[config.mk]
export PLATFORM = sky130hd
export DESIGN_NAME = load_unit
export DESIGN_NICKNAME = d
export VERILOG_FILES = /design/src/rtl/load_unit.sv
export SDC_FILE = /design/constraint.sdc
export NUM_CORES = 1
export LEC_CHECK = 0
export ABC_CLOCK_PERIOD_IN_PS = 2530
export CAP_MARGIN = 5
export CORE_MARGIN = 3
export CORE_UTILIZATION = 30
export DETAILED_ROUTE_END_ITERATION = 8
export GPL_ROUTABILITY_DRIVEN = 0
export REMOVE_ABC_BUFFERS = 1
export SLEW_MARGIN = 20
export SYNTH_ARGS = -nofsm -noshare
export SYNTH_HDL_FRONTEND = slang
export SYNTH_SLANG_ARGS = --single-unit
[constraint.sdc]
create_clock -name clk -period 2.53 [get_ports clk]
set_clock_uncertainty 0.2 [all_clocks]
set_input_delay 0.759 -clock clk [delete_from_list [all_inputs] [get_ports clk]]
set_output_delay 0.759 -clock clk [all_outputs]
set_load 0.02 [all_outputs]
[src/rtl/load_unit.sv]
// Load stage: issues a word-aligned memory read, then extracts and extends the
// addressed byte/half/word for writeback. Misaligned/illegal loads and timeouts raise fault.
module load_unit #(
  parameter int TIMEOUT = 255
) (
  input  logic        clk,
  input  logic        rst,
  input  logic        loadEnabled,
  input  logic [11:0] code,
  input  logic [4:0]  rd,
  input  logic [31:0] dataAlu,
  input  logic        memReady,
  input  logic [31:0] memData,
  output logic [31:0] memAddress,
  output logic        memReadReq,
  output logic        busy,
  output logic [4:0]  rdAddress,
  output logic        writeEnabled_echo,
  output logic [31:0] dataOut,
  output logic        fault
);

  typedef enum logic [1:0] {IDLE, REQ, DONE} state_t;

  localparam logic [7:0] LAST_WAIT = 8'(TIMEOUT - 1);

  state_t      state_reg, state_next;
  logic [2:0]  funct3_reg;
  logic [4:0]  rd_reg;
  logic [1:0]  offset_reg;
  logic [7:0]  count_reg;
  logic [31:0] mem_address_reg;
  logic [31:0] data_out_reg;
  logic [4:0]  rd_address_reg;
  logic        we_reg;
  logic        fault_reg;

  logic        bad_load;
  logic        accept, reject, complete, timeout;
  logic [7:0]  byte_lane [4];
  logic [7:0]  byte_sel;
  logic [15:0] half_sel;
  logic [31:0] extracted;

  // Only funct3 matters; the remaining opcode bits are intentionally ignored.
  logic unused_code;
  assign unused_code = ^code[11:3];

  always_comb begin
    bad_load = 1'b0;
    case (code[2:0])
      3'b000, 3'b100: bad_load = 1'b0;
      3'b001, 3'b101: bad_load = dataAlu[0];
      3'b010:         bad_load = |dataAlu[1:0];
      default:        bad_load = 1'b1;
    endcase
  end

  always_comb begin
    state_next = state_reg;
    accept     = 1'b0;
    reject     = 1'b0;
    complete   = 1'b0;
    timeout    = 1'b0;
    case (state_reg)
      IDLE: begin
        if (loadEnabled) begin
          if (bad_load) begin
            reject = 1'b1;
          end else begin
            accept     = 1'b1;
            state_next = REQ;
          end
        end
      end
      REQ: begin
        // A ready on the last permitted cycle still completes normally.
        if (memReady) begin
          complete   = 1'b1;
          state_next = DONE;
        end else if (count_reg == LAST_WAIT) begin
          timeout    = 1'b1;
          state_next = IDLE;
        end
      end
      DONE:    state_next = IDLE;
      default: state_next = IDLE;
    endcase
  end

  genvar gi;
  generate
    for (gi = 0; gi < 4; gi++) begin : g_lane
      assign byte_lane[gi] = memData[8*gi +: 8];
    end
  endgenerate

  assign byte_sel = byte_lane[offset_reg];
  assign half_sel = offset_reg[1] ? memData[31:16] : memData[15:0];

  always_comb begin
    case (funct3_reg)
      3'b000:  extracted = {{24{byte_sel[7]}}, byte_sel};
      3'b100:  extracted = {24'd0, byte_sel};
      3'b001:  extracted = {{16{half_sel[15]}}, half_sel};
      3'b101:  extracted = {16'd0, half_sel};
      default: extracted = memData;
    endcase
  end

  always_ff @(posedge clk) begin
    if (rst) begin
      state_reg       <= IDLE;
      funct3_reg      <= 3'd0;
      rd_reg          <= 5'd0;
      offset_reg      <= 2'd0;
      count_reg       <= 8'd0;
      mem_address_reg <= 32'd0;
      data_out_reg    <= 32'd0;
      rd_address_reg  <= 5'd0;
      we_reg          <= 1'b0;
      fault_reg       <= 1'b0;
    end else begin
      state_reg <= state_next;
      fault_reg <= reject | timeout;
      we_reg    <= complete && (rd_reg != 5'd0);
      if (accept) begin
        funct3_reg      <= code[2:0];
        rd_reg          <= rd;
        offset_reg      <= dataAlu[1:0];
        mem_address_reg <= {dataAlu[31:2], 2'b00};
        count_reg       <= 8'd0;
      end else if (state_reg == REQ && !memReady) begin
        count_reg <= count_reg + 8'd1;
      end
      if (complete) begin
        data_out_reg   <= extracted;
        rd_address_reg <= rd_reg;
      end
    end
  end

  assign memAddress        = mem_address_reg;
  assign memReadReq        = (state_reg == REQ);
  assign busy              = (state_reg != IDLE);
  assign rdAddress         = rd_address_reg;
  assign writeEnabled_echo = we_reg;
  assign dataOut           = data_out_reg;
  assign fault             = fault_reg;

endmodule
==> flow_summary.toml <==
[run_status]
status = "complete, no violations"

[floorplanning]
die_extent_in_x_um = 121
placementRows = 41
die_height_um = 121
starting_utilization_of_the_core_area = 0.310
die_area_um2 = 14500
io_pins = 158
core_area_um2 = 12700

[worst_setup_path]
timing.critical_path.cells = "nor2_2, inv_1, clkdlybuf4s50_1"
worstPathRequired_ps = 1570
critical-path-max-stage-delay_ps = 530
launching_point_of_the_worst_reg2reg_path = "offset_reg[0]$_SDFFE_PP0P_"
cp-end-kind = "primary output"
path_buf_inv = 2
cp_slowest_cell = "sky130_fd_sc_hd__clkdlybuf4s50_1"
timing.critical_path.max_delay_family = "buffers and inverters"
crit_start = "state_reg[1]$_SDFFE_PP0P_"
max_fo_critical_path = 4
criticalPathCategory = "reg2out"
start_kind = "register"
timing.critical_path.arrival_ps = 1480

[timing]
report.final.setup_viol = 0
finalCritPeriodShare = 0.963
max-slew-margin-rel = 0.608
grt_setup_unrepaired = "false"
fmaxAchievable_ghz = 0.410
worst_hold_slack_after_final_layout_ps = 254
maxSlewViolCount = 0
worst_path_setup_slack_after_routing_ps = 93.2
finalHoldViolCount = 0
fin_crit_ps = 2440
tightest_slew_ps = 588
totalNegativeSetupSlack_ps = 0

[finish]
final_instance_count_excl_fillers = 793
mostFrequentLayoutCell = "sky130_fd_sc_hd__clkdlybuf4s50_1"
layout.cells.most_common_list = "sky130_fd_sc_hd__clkdlybuf4s50_1 (144), sky130_fd_sc_hd__nand2_1 (131), sky130_fd_sc_hd__dfxtp_1 (89), sky130_fd_sc_hd__a21oi_1 (49), sky130_fd_sc_hd__nor2_1 (45)"
finish.utilization = 0.468
flow.area_growth_from_synthesis_pct = 51.2
largest_reg_flops = 32
finish.net_count = 703
antennaDiodeCount = 0
postLayoutCellArea_um2 = 5960
layout-drive-gt1-share = 0.130

[yosys]
synth_enable_flop_cells = 0
ys_dominant_reg_cell = "sky130_fd_sc_hd__dfxtp_1"
yosys-top-cells-area = "sky130_fd_sc_hd__dfxtp_1 (45%), sky130_fd_sc_hd__nand2_1 (12%), sky130_fd_sc_hd__a21oi_1 (6.2%)"
post_synth_inst_count = 471
yosys_register_bits = 89
post_synthesis_instance_area_um2 = 3940
yosys.area.top_type = "sky130_fd_sc_hd__dfxtp_1"
async_flop_share = 0
postSynthAreaPerCell_um2 = 8.37
synth-seq-area-share = 0.452
synth_cell_type_count = 48
ys.warnings.count = 0
synth.top_cell.area_share = 0.452

[detailed_routing]
antenna_nets_post_route = 0
route.detailed.vias_per_inst = 4.87
remaining_drc_errors = 0
dr_total_vias = 3865
detail_route.first_pass.iterations = 4
wl_per_cell_um = 15.1
drt_wl_total_um = 12000
first_iteration_detailed_routing_drc_count = 265

[pwr]
power.ir.vdd_worst_mv = 0.462
total_power_mw = 3.36
total_leakage_power_nw = 2.04
power_density_nw_per_um2 = 565

[flow_run]
maxCapViolCount = 0

[global_routing]
met3_usage = 0.0781
track_usage = 0.168
grt.met2_usage = 0.272
global_route.overflow_total = 0
grt-busiest-layer = "met2"
global_route.usage.met1 = 0.195
first_global_vias = 3913
pin_count_of_the_biggest_net_entering_global_routing = 41
global_route_wire_length_before_repair_um = 19700
antenna_found_initial = 1

[placement]
placement.io_buffers = 146
placed_area_um2 = 5670
pre_cts_slack_ps = -131
placed_cell_count = 777
dp_hpwl_um = 8500

[clock_tree]
cts_htree_levels = 3
cts_root_buf = "sky130_fd_sc_hd__clkbuf_16"
tritoncts_num_sinks = 89
cts.clk_slew.worst_paths_ps = 70
postCtsHoldBufs = 0
cts_buffer_depth = 2
clock_latency_on_the_worst_skew_pair_ps = 340
tritoncts = "built"
numCtsBuffers = 9

[worst_hold_path]
min-delay-path-class = "reg2reg"
worstHoldStart = "memAddress[18]$_SDFFE_PP0P_"
routing by layer:
layer  routed length (um)  up-vias
met4                  150        0
met1                 5040     1814
met2                 5470      144
met5                    0        -
li1                     -     1893
met3                 1320       14
final timing paths:
| check | end | slack [ps] | depth (start not counted) |
|---|---|---|---|
| worst max register to register | dataOut[5]$_SDFFE_PP0P_ | 550 | 5 |
| worst min register to register | memAddress[18]$_SDFFE_PP0P_ | 250 | 2 |
| worst max-delay path | busy | 90 | 3 |
| worst min-delay path | memAddress[18]$_SDFFE_PP0P_ | 250 | 2 |
Yosys cell counts, types with 2 or more instances:
library cell                count
sky130_fd_sc_hd__a2111oi_2     11
sky130_fd_sc_hd__a211oi_1       8
sky130_fd_sc_hd__a211oi_2      12
sky130_fd_sc_hd__a21oi_1       49
sky130_fd_sc_hd__a311oi_1       2
sky130_fd_sc_hd__a31o_1         5
sky130_fd_sc_hd__and3_1         2
sky130_fd_sc_hd__and3b_1        2
sky130_fd_sc_hd__buf_2         15
sky130_fd_sc_hd__buf_4          3
sky130_fd_sc_hd__buf_6          2
sky130_fd_sc_hd__clkbuf_1      17
sky130_fd_sc_hd__dfxtp_1       89
sky130_fd_sc_hd__ha_1           2
sky130_fd_sc_hd__inv_1          3
sky130_fd_sc_hd__mux2_2         6
sky130_fd_sc_hd__mux2_4         3
sky130_fd_sc_hd__nand2_1      131
sky130_fd_sc_hd__nand2b_1       2
sky130_fd_sc_hd__nand3_1        2
sky130_fd_sc_hd__nand3b_1       2
sky130_fd_sc_hd__nand4_1        5
sky130_fd_sc_hd__nor2_1        46
sky130_fd_sc_hd__nor2b_1        3
sky130_fd_sc_hd__nor3_1        10
sky130_fd_sc_hd__nor3b_1        8
sky130_fd_sc_hd__o21ai_0        5
sky130_fd_sc_hd__xor2_1         6
logic make-up after synthesis:
| group | after synthesis | share of synthesized area |
|---|---|---|
| AOI/OAI and AO/OA | 102 | 0.204 |
| xor gates and xnor gates | 7 | 0.0156 |
| adders and majority gates | 2 | 0.00635 |
| buffers and inverters | 41 | 0.0505 |
| DFF | 89 | 0.452 |
| muxes | 10 | 0.0311 |
| other | 1 | 0.000952 |
| and+or+nand+nor | 219 | 0.239 |
power by group:
group / switching (mW) / internal (mW)
clock network: 0.593 / 0.703
registers: 0.0374 / 1.46
logic: 0.280 / 0.293
worst reg2reg max path, stage by stage, from the launching register on:
cell and delay, ps:
sky130_fd_sc_hd__dfxtp_1 420, sky130_fd_sc_hd__nor2b_1 440, sky130_fd_sc_hd__buf_4 220, sky130_fd_sc_hd__nand2_1 60, sky130_fd_sc_hd__a31o_1 210, sky130_fd_sc_hd__a2111oi_2 340
cell type report:
type / instances / area, um^2
Fill cell: 1285 / 6760
Clock buffer: 10 / 239
Inverter: 3 / 11.3
Tap cell: 172 / 215
Sequential cell: 89 / 1780
Multi-Input combinational cell: 342 / 1970
Clock inverter: 6 / 50.0
Timing Repair Buffer: 171 / 1700
repair_timing:
| item | in CTS | in global routing |
|---|---|---|
| buffers inserted | 0 | 0 |
| endpoints found under the setup margin | 2 | 0 |
| resized for setup | 2 | 0 |
(Power assumes the default switching activity.)
